File: src/rtl/pipe_hazard_ctrl_pkg.sv
// Shared types and constants for the pipeline hazard controller.
// Holds the FSM state encoding and the hard-wired $zero register index.
package pipe_hazard_ctrl_pkg;

    typedef enum logic [1:0] {
        CTRL_RUN   = 2'd0,
        CTRL_STALL = 2'd1,
        CTRL_FLUSH = 2'd2
    } ctrl_state_e;

    localparam logic [4:0] REG_ZERO = 5'd0;
    localparam int         SB_W     = 2;

endpackage

File: src/rtl/pipe_hazard_ctrl_scoreboard.sv
// Per-register pending-write scoreboard: 31 two-bit down-counters.
// It has one load port and two combinational busy lookups. Register 0 is never busy.
module hazard_scoreboard
    import pipe_hazard_ctrl_pkg::*;
#(
    parameter int WB_LAT = 3
) (
    input  logic       clk,
    input  logic       rst,
    input  logic       i_ld_en,
    input  logic [4:0] i_ld_reg,
    input  logic [4:0] i_rd_a,
    input  logic [4:0] i_rd_b,
    output logic       o_busy_a,
    output logic       o_busy_b
);

    // The issue edge is the first of the WB_LAT cycles, so the counter starts one lower.
    localparam logic [SB_W-1:0] LOAD_VAL = SB_W'(WB_LAT - 1);

    logic [SB_W-1:0] r_sb [1:31];

    always_ff @(posedge clk or negedge rst) begin
        if (!rst) begin
            for (int r = 1; r < 32; r++) r_sb[r] <= '0;
        end else begin
            for (int r = 1; r < 32; r++) begin
                if (i_ld_en && (i_ld_reg == 5'(r)))
                    r_sb[r] <= LOAD_VAL;
                else if (r_sb[r] != '0)
                    r_sb[r] <= r_sb[r] - 1'b1;
            end
        end
    end

    always_comb begin
        o_busy_a = 1'b0;
        o_busy_b = 1'b0;
        for (int r = 1; r < 32; r++) begin
            if ((i_rd_a == 5'(r)) && (r_sb[r] != '0)) o_busy_a = 1'b1;
            if ((i_rd_b == 5'(r)) && (r_sb[r] != '0)) o_busy_b = 1'b1;
        end
    end

endmodule

File: src/rtl/pipe_hazard_ctrl.sv
// Hazard and flush sequencer for the 5-stage core without forwarding.
// It holds the RUN/STALL/FLUSH FSM, the flush counter, the Mealy output decode and a saturating stall counter.
module pipe_hazard_ctrl
    import pipe_hazard_ctrl_pkg::*;
#(
    parameter int WB_LAT    = 3,
    parameter int FLUSH_CYC = 1,
    parameter int CNT_W     = 16
) (
    input  logic             clk,
    input  logic             rst,
    input  logic             dec_vld,
    input  logic [4:0]       dec_rs,
    input  logic [4:0]       dec_rt,
    input  logic             dec_use_rs,
    input  logic             dec_use_rt,
    input  logic             dec_wreg,
    input  logic [4:0]       dec_destR,
    input  logic             br_taken,
    output logic             pc_stall,
    output logic             ifid_stall,
    output logic             ifid_flush,
    output logic             idex_bubble,
    output logic             issue,
    output logic [1:0]       ctrl_state,
    output logic [CNT_W-1:0] stall_cnt
);

    localparam logic [1:0] FCNT_LOAD = 2'(FLUSH_CYC - 1);

    ctrl_state_e      r_state, w_state_next;
    logic [1:0]       r_fcnt, w_fcnt_next;
    logic [CNT_W-1:0] r_stall_cnt;
    logic             w_busy_rs, w_busy_rt;
    logic             w_hazard, w_flush, w_ld_en;

    hazard_scoreboard #(.WB_LAT(WB_LAT)) u_sb (
        .clk      (clk),
        .rst      (rst),
        .i_ld_en  (w_ld_en),
        .i_ld_reg (dec_destR),
        .i_rd_a   (dec_rs),
        .i_rd_b   (dec_rt),
        .o_busy_a (w_busy_rs),
        .o_busy_b (w_busy_rt)
    );

    assign w_hazard = dec_vld & ((dec_use_rs & w_busy_rs) | (dec_use_rt & w_busy_rt));
    assign w_flush  = br_taken | (r_state == CTRL_FLUSH);
    // Gating with rst keeps every control output low while reset is held.
    assign pc_stall    = rst & w_hazard & ~w_flush;
    assign ifid_stall  = pc_stall;
    assign ifid_flush  = rst & w_flush;
    assign idex_bubble = rst & (w_hazard | w_flush);
    assign issue       = rst & dec_vld & ~w_hazard & ~w_flush;
    assign w_ld_en     = issue & dec_wreg & (dec_destR != REG_ZERO);
    assign ctrl_state  = r_state;
    assign stall_cnt   = r_stall_cnt;

    always_comb begin
        w_state_next = r_state;
        w_fcnt_next  = r_fcnt;
        case (r_state)
            CTRL_FLUSH: begin
                if (br_taken)
                    w_fcnt_next = FCNT_LOAD;
                else if (r_fcnt == 2'd0)
                    w_state_next = CTRL_RUN;
                else
                    w_fcnt_next = r_fcnt - 2'd1;
            end
            default: begin
                if (br_taken) begin
                    w_state_next = CTRL_FLUSH;
                    w_fcnt_next  = FCNT_LOAD;
                end else if (w_hazard) begin
                    w_state_next = CTRL_STALL;
                end else begin
                    w_state_next = CTRL_RUN;
                end
            end
        endcase
    end

    always_ff @(posedge clk or negedge rst) begin
        if (!rst) begin
            r_state     <= CTRL_RUN;
            r_fcnt      <= 2'd0;
            r_stall_cnt <= '0;
        end else begin
            r_state <= w_state_next;
            r_fcnt  <= w_fcnt_next;
            if (pc_stall && (r_stall_cnt != {CNT_W{1'b1}}))
                r_stall_cnt <= r_stall_cnt + 1'b1;
        end
    end

endmodule

File: config.mk
export PLATFORM = sky130hd
export DESIGN_NAME = pipe_hazard_ctrl
export DESIGN_NICKNAME = d
export VERILOG_FILES = /design/src/rtl/pipe_hazard_ctrl_pkg.sv /design/src/rtl/pipe_hazard_ctrl_scoreboard.sv /design/src/rtl/pipe_hazard_ctrl.sv
export SDC_FILE = /design/constraint.sdc
export NUM_CORES = 1
export LEC_CHECK = 0
export ABC_AREA = 1
export CAP_MARGIN = 20
export CORE_ASPECT_RATIO = 1.75
export CORE_MARGIN = 2
export CORE_UTILIZATION = 54
export DETAILED_ROUTE_END_ITERATION = 7
export PLACE_DENSITY_LB_ADDON = 0.25
export SLEW_MARGIN = 20
export SYNTH_ARGS = -nofsm -noshare
export SYNTH_HDL_FRONTEND = slang
export SYNTH_SLANG_ARGS = --single-unit
File: constraint.sdc
create_clock -name clk -period 2.35 [get_ports clk]
set_clock_uncertainty 0.2 [all_clocks]
set_input_delay 0.47 -clock clk [delete_from_list [all_inputs] [get_ports clk]]
set_output_delay 0.47 -clock clk [all_outputs]
set_load 0.005 [all_outputs]
=== Word-level counts from Yosys, hierarchy flattened ===
Index checks and enable logic that the tools add are counted.

* Reduce and logical (&&, ||, !) cells: 161
* Add/subtract/negate cells: 33
* Bitwise gates (word level): 17
* Muxes and demuxes: 133
* Equal/unequal tests: 98

{| class="wikitable"
|+ Operators by type and width
! operator !! number
|-
| $eq A5 B5 Y1 const B || 48
|-
| $mux W2 || 70
|-
| $reduce_bool A2 Y1 || 63
|-
| $eq A5 B4 Y1 const B || 24
|-
| $logic_and A1 B1 Y1 || 94
|-
| $sub A2 B1 Y2 const B || 32
|-
| $mux W1 || 63
|-
| $eq A5 B3 Y1 const B || 12
|-
| $eq A5 B2 Y1 const B || 6
|-
| $add A16 B1 Y16 const B || 1
|-
| $ne A16 B16 Y1 const B || 1
|-
| $eq A5 B1 Y1 const B || 3
|-
| $and A1 B1 Y1 || 12
|-
| $reduce_bool A5 Y1 || 1
|-
| $ne A2 B2 Y1 const B || 2
|-
| $reduce_and A2 Y1 || 2
|-
| $or A1 B1 Y1 || 3
|-
| $eq A2 B2 Y1 const B || 1
|-
| $logic_not A2 Y1 || 1
|-
| $ne A2 B1 Y1 const B || 1
|-
| $not A1 Y1 || 2
|}

* Register bits: 82
* Input bits: 22
* Word-level logic and storage cells: 476
* Output and inout port bits: 23

=== Depth between registers and ports, before layout ===
* Depth after elaboration: 43
* Depth in mapped cells: 19
* Depth with buffers taken out: 18

=== By module ===
A second synthesis with hierarchy kept.

* Cells, all modules: 793
* Area, all modules: 5,427.7 µm²

{| class="wikitable"
|+ Modules (own cells, without submodules)
! module !! sequential area each (µm²) !! instances !! area an instance (µm²) !! cells each
|-
| hazard_scoreboard || 1,551.5 || 1 || 4,196.5 || 615
|-
| pipe_hazard_ctrl || 500.5 || 1 || 1,231.2 || 178
|}

=== Least setup slack after synthesis ===
Ideal clock, no wire load.

* Kind: input to output
* Start point: in dec_rt[1]
* End point: out pc_stall
* Cell stages on the path: 15
* Buffers on the path: 2
* Slack: -43 ps
* Arrival: 1,723 ps
* Required time: 1,680 ps
* Cells stage by stage: buf_2 -> nor2_1 -> nand3_1 -> nand2_1 -> inv_1 -> nand2_1 -> nor2_1 -> nand2_1 -> nand2_1 -> nand2_1 -> nand2_1 -> nand2_2 -> nand3_2 -> nor2_2 -> buf_4

* Word-level cells in the longest chain between the ends: 38
* Elaborated cells between the ends (all ways): 98
* Those cells by class: 31 x eq/ne; 31 x mux; 5 x bitwise; 31 x reduce/logical

{| class="wikitable"
|+ RTL lines
! element !! line !! text
|-
| start, declared || pipe_hazard_ctrl.sv:14 || <nowiki>input logic [4:0] dec_rt,</nowiki>
|-
| $eq A5 B1 Y1 || pipe_hazard_ctrl_scoreboard.sv:41 || <nowiki>if ((i_rd_b == 5'(r)) && (r_sb[r] != '0)) o_busy_b = 1'b1;</nowiki>
|-
| $logic_and A1 B1 Y1 || pipe_hazard_ctrl_scoreboard.sv:41 ||
|-
| $mux W1 (30 in series) || pipe_hazard_ctrl_scoreboard.sv:41 ||
|-
| $mux W1 * || pipe_hazard_ctrl_scoreboard.sv:41 ||
|-
| $and A1 B1 Y1 * || pipe_hazard_ctrl.sv:48 || <nowiki>assign w_hazard = dec_vld & ((dec_use_rs & w_busy_rs) | (dec_use_rt & w_busy_rt));</nowiki>
|-
| $or A1 B1 Y1 * || pipe_hazard_ctrl.sv:48 ||
|-
| $and A1 B1 Y1 * || pipe_hazard_ctrl.sv:48 ||
|-
| $and A1 B1 Y1 * (2 in series) || pipe_hazard_ctrl.sv:51 || <nowiki>assign pc_stall = rst & w_hazard & ~w_flush;</nowiki>
|-
| end, declared || pipe_hazard_ctrl.sv:20 || <nowiki>output logic pc_stall,</nowiki>
|}

Every way passes the cells marked *; elsewhere a longest branch is shown, timed or not.

=== Worst setup path in the final report ===
* Start point: reg u_sb.r_sb[46] in the netlist's numbering
* End point: out issue

* Word-level cells in the longest chain between the ends: 32
* Elaborated cells between the ends (all ways): 58
* Those cells by class: 48 x mux; 7 x bitwise; 3 x reduce/logical

{| class="wikitable"
|+ RTL lines
! element !! line !! text
|-
| start, declared || pipe_hazard_ctrl_scoreboard.sv:21 || <nowiki>logic [SB_W-1:0] r_sb [1:31];</nowiki>
|-
| start signal, assigned by index || pipe_hazard_ctrl_scoreboard.sv:31 || <nowiki>r_sb[r] <= r_sb[r] - 1'b1;</nowiki>
|-
| $reduce_bool A2 Y1 * || pipe_hazard_ctrl_scoreboard.sv:40, pipe_hazard_ctrl_scoreboard.sv:41 ||
|-
| $logic_and A1 B1 Y1, on equally long branches || pipe_hazard_ctrl_scoreboard.sv:40, pipe_hazard_ctrl_scoreboard.sv:41 ||
|-
| $mux W1, on equally long branches (24 in series) || pipe_hazard_ctrl_scoreboard.sv:40, pipe_hazard_ctrl_scoreboard.sv:41 ||
|-
| $and A1 B1 Y1 || pipe_hazard_ctrl.sv:48 ||
|-
| $or A1 B1 Y1 * || pipe_hazard_ctrl.sv:48 ||
|-
| $and A1 B1 Y1 * || pipe_hazard_ctrl.sv:48 ||
|-
| $not A1 Y1 * || pipe_hazard_ctrl.sv:55 || <nowiki>assign issue = rst & dec_vld & ~w_hazard & ~w_flush;</nowiki>
|-
| $and A1 B1 Y1 * (2 in series) || pipe_hazard_ctrl.sv:55 ||
|-
| end, declared || pipe_hazard_ctrl.sv:24 || <nowiki>output logic issue,</nowiki>
|}

Marked as above.

==> impl_metrics.ini <==
[drt]
ant_nets = 0
avgViaCountPerCell = 5.48
vias = 6469
drt_iter0_drc = 466
wl_per_cell_um = 17.6
drcViolationCount = 0
firstDrtPassIters = 6
wirelength_mm = 20.7

[placement]
portBuffers = 44
gp_congestion = 0.897
dpl_cell_area_um2 = 7270
dp_hpwl_mm = 12.4
place_ws_ns = -1.20
place_inst = 1125

[finish]
antenna_cells = 0
fin_cells = 1181
final_util_pct = 81.3
areaGrowthSynthToFinish_pct = 47.0
nets = 1104
drive_gt1_share_pct = 31.1
final_area_um2 = 8380

[power]
leakage_uw = 0.00428
pwr-share-comb_pct = 59.8
switching_share_pct = 40.6
ir_worst_vdd_uv = 864
p_sw_uw = 3790
clkPwrFrac_pct = 14.1
p_per_area_nw_per_um2 = 1110
power_frac_seq_pct = 26.1
p_int_uw = 5540

[floorplanning]
dieHeight_um = 140
dieArea_um2 = 11400
rows = 49
die_w_um = 81.7
io_pins = 45
start_util_pct = 55.3
core_area_um2 = 10300

[synth]
yosysUniqueCellTypes = 27
synth_most_common_cell = inv_1
yosys_warnings = 0
synth_edf_count = 0
synth_area_leader_cell = dfrtp_1
synth_top_area_share_pct = 36.0
netlist_top_cells_count = inv_1 (183), nand2_1 (158), nor2_1 (156), dfrtp_1 (82), nand3_1 (51)
syn_inst = 837
ys.flop_type = dfrtp_1
avgSynthCellArea_um2 = 6.81
yosys-top-cells-area = dfrtp_1 (36%), inv_1 (12%), nand2_1 (10%)
async_flop_share_pct = 100
synth.net_count = 892
netlist_area_um2 = 5700
synth-seq-cells = 82
ys_seq_area_share_pct = 36.0

[timing]
worstMarginPinSlew_ns = 0.761
fmax_ghz = 0.330
finalCritPeriodShare_pct = 129
slew_headroom_pct = 49.3
rsz0062_at_grt = yes
fin_crit_ns = 3.03
drv_slew = 0
setup_viol = 82
hold_viol = 0
fin_ws_ns = -0.678

[grt]
grt_overflow_total = 0
grt_pass1_wl_mm = 30.8
grt_pass1_vias = 6611
antenna_found_initial = 0
grt_max_degree = 57
grt_usage_pct = 35.6

[clock_network]
cts_root_buf = clkbuf_16
clk_latency_ns = 0.35
htree_levels = 3
path_clk_slew_ns = 0.07
cts_tree = built
cts_buffers = 9
clkSinkCount = 82
clockBufferDepth = 2

[worst_setup_path]
critical_path_class = register to output pin
worst-path-buf-inv = 5
ff2ff_path_depth = 22
worst-path-stages = 18
cp_common_cell = nand2_1
cp_cell_sequence = inv_1 -> ha_2 -> inv_2 -> nand3_1 -> nand2_1 -> inv_1 -> nand2_2 -> nor2_2 -> nand2_1 -> nand2_1 -> nand2_1 -> nand2_1 -> nand2_2 -> buf_6 -> nand2_4 -> nand2_1 -> nor2_1 -> buf_2
cp.arrival_ns = 2.36
worstPathMaxFanout = 3
path_delay_family = simple AND/OR/NAND/NOR gates
endpoint_kind = output pin
critPathMaxStageDelay_ns = 0.40
cp-start-kind = register
cp.required_ns = 1.68
slowest_stage = dfrtp_1

[min_path]
worst_hold_path_type = input pin to async pin

[run_status]
status = finished with violations
violations = setup timing

[flow_run]
maxCapViolations = 0
==> flip-flops by register name, indices dropped and copies added (netlist names) <==
signal,count
u_sb.r_sb,62
stall_cnt,16
ctrl_state,2
r_fcnt,2
==> path summary, 6_finish.rpt <==
path	from	to	slack (ns)
max in group asynchronous	rst	u_sb.r_sb[55]	0.80
setup reg to reg	u_sb.r_sb[46]	u_sb.r_sb[14]	-0.55
hold reg to reg	u_sb.r_sb[19]	u_sb.r_sb[19]	0.33
setup / recovery	u_sb.r_sb[46]	issue	-0.68
min in group clk	u_sb.r_sb[19]	u_sb.r_sb[19]	0.33
hold / removal	rst	stall_cnt[12]	0.05
==> layout make-up <==
class,instances,area [µm²]
Tap cell,127,159
Clock buffer,11,233
Inverter,189,714
Clock inverter,5,31.3
Sequential cell,82,2050
Fill cell,634,1920
Timing Repair Buffer,217,1920
Multi-Input combinational cell,550,3270
==> routing by layer <==
layer / track usage (%) / share of wire, % / vias up
met5: 0 / 0 / -
met2: 63.0 / 53 / 311
met1: 35.6 / 34 / 3064
met4: 25.8 / 7.8 / 0
met3: 6.83 / 5.5 / 129
li1: - / - / 2965
==> power groups by stage <==
stage                     clock network [µW]  registers (µW)  logic, µW
after detailed placement                   0            2370       4350
after CTS                               1310            2350       4780
after global routing                    1380            2460       6100
after floorplan                            0            2350       2340
after global placement                     0            2320       4050
final                                   1320            2430       5580
==> placed cells by master (no fill, tap or decap), types with 2 or more instances in the layout <==
cell               n
buf_16             5
inv_4              2
clkinv_1           2
nand2_1          139
nand4_4            2
buf_4            156
buf_12             6
buf_2              5
nor2_2            21
nor2_1           132
nand3_1           46
nor2_4            12
clkbuf_16          9
nor4_1             2
inv_1            161
o21ai_4            3
clkdlybuf4s15_2    2
buf_6              5
ha_4               4
nand2_2           19
nor3_1             6
dlygate4sd2_1      3
nand2_4            2
dfrtp_1           82
clkbuf_1           2
clkinv_2           3
xor2_1            42
a21oi_1            2
xnor2_1            3
ha_1              16
nand3_2            5
nand4_1           15
ha_2              13
clkdlybuf4s50_1   28
clkbuf_2           4
o21ai_0           32
o21ai_2           20
inv_2             24
o21ai_1           10
==> per-stage QoR <==
stage | hold WS [ns] | total power (µW) | TNS [ns]
final | 0.0510 | 9330 | -33.58
after global routing | 0.0655 | 9940 | -44.06
after floorplan | -0.0256 | 4690 | 0
after detailed placement | 0.300 | 6730 | -65.08
after global placement | 0.282 | 6370 | -60.63
after CTS | 0.0481 | 8440 | -20.32
==> what timing repair did <==
action,in CTS,in global routing
pin swaps,12,35
setup endpoints to repair,84,82
cloned,6,0
gates resized for setup,107,84
setup buffers,17,19
hold buffers,0,0
==> cells by family (layout without fill, tap and decap cells) <==
family,after synthesis,in the layout,synth area share (%)
compound gates,69,69,6.13
xor+xnor,45,45,6.92
fa+ha+maj,33,33,7.25
buf+inv,205,422,14.1
flops,82,82,36.0
simple gates,403,403,29.6
Power figures use the tool's default switching activity.
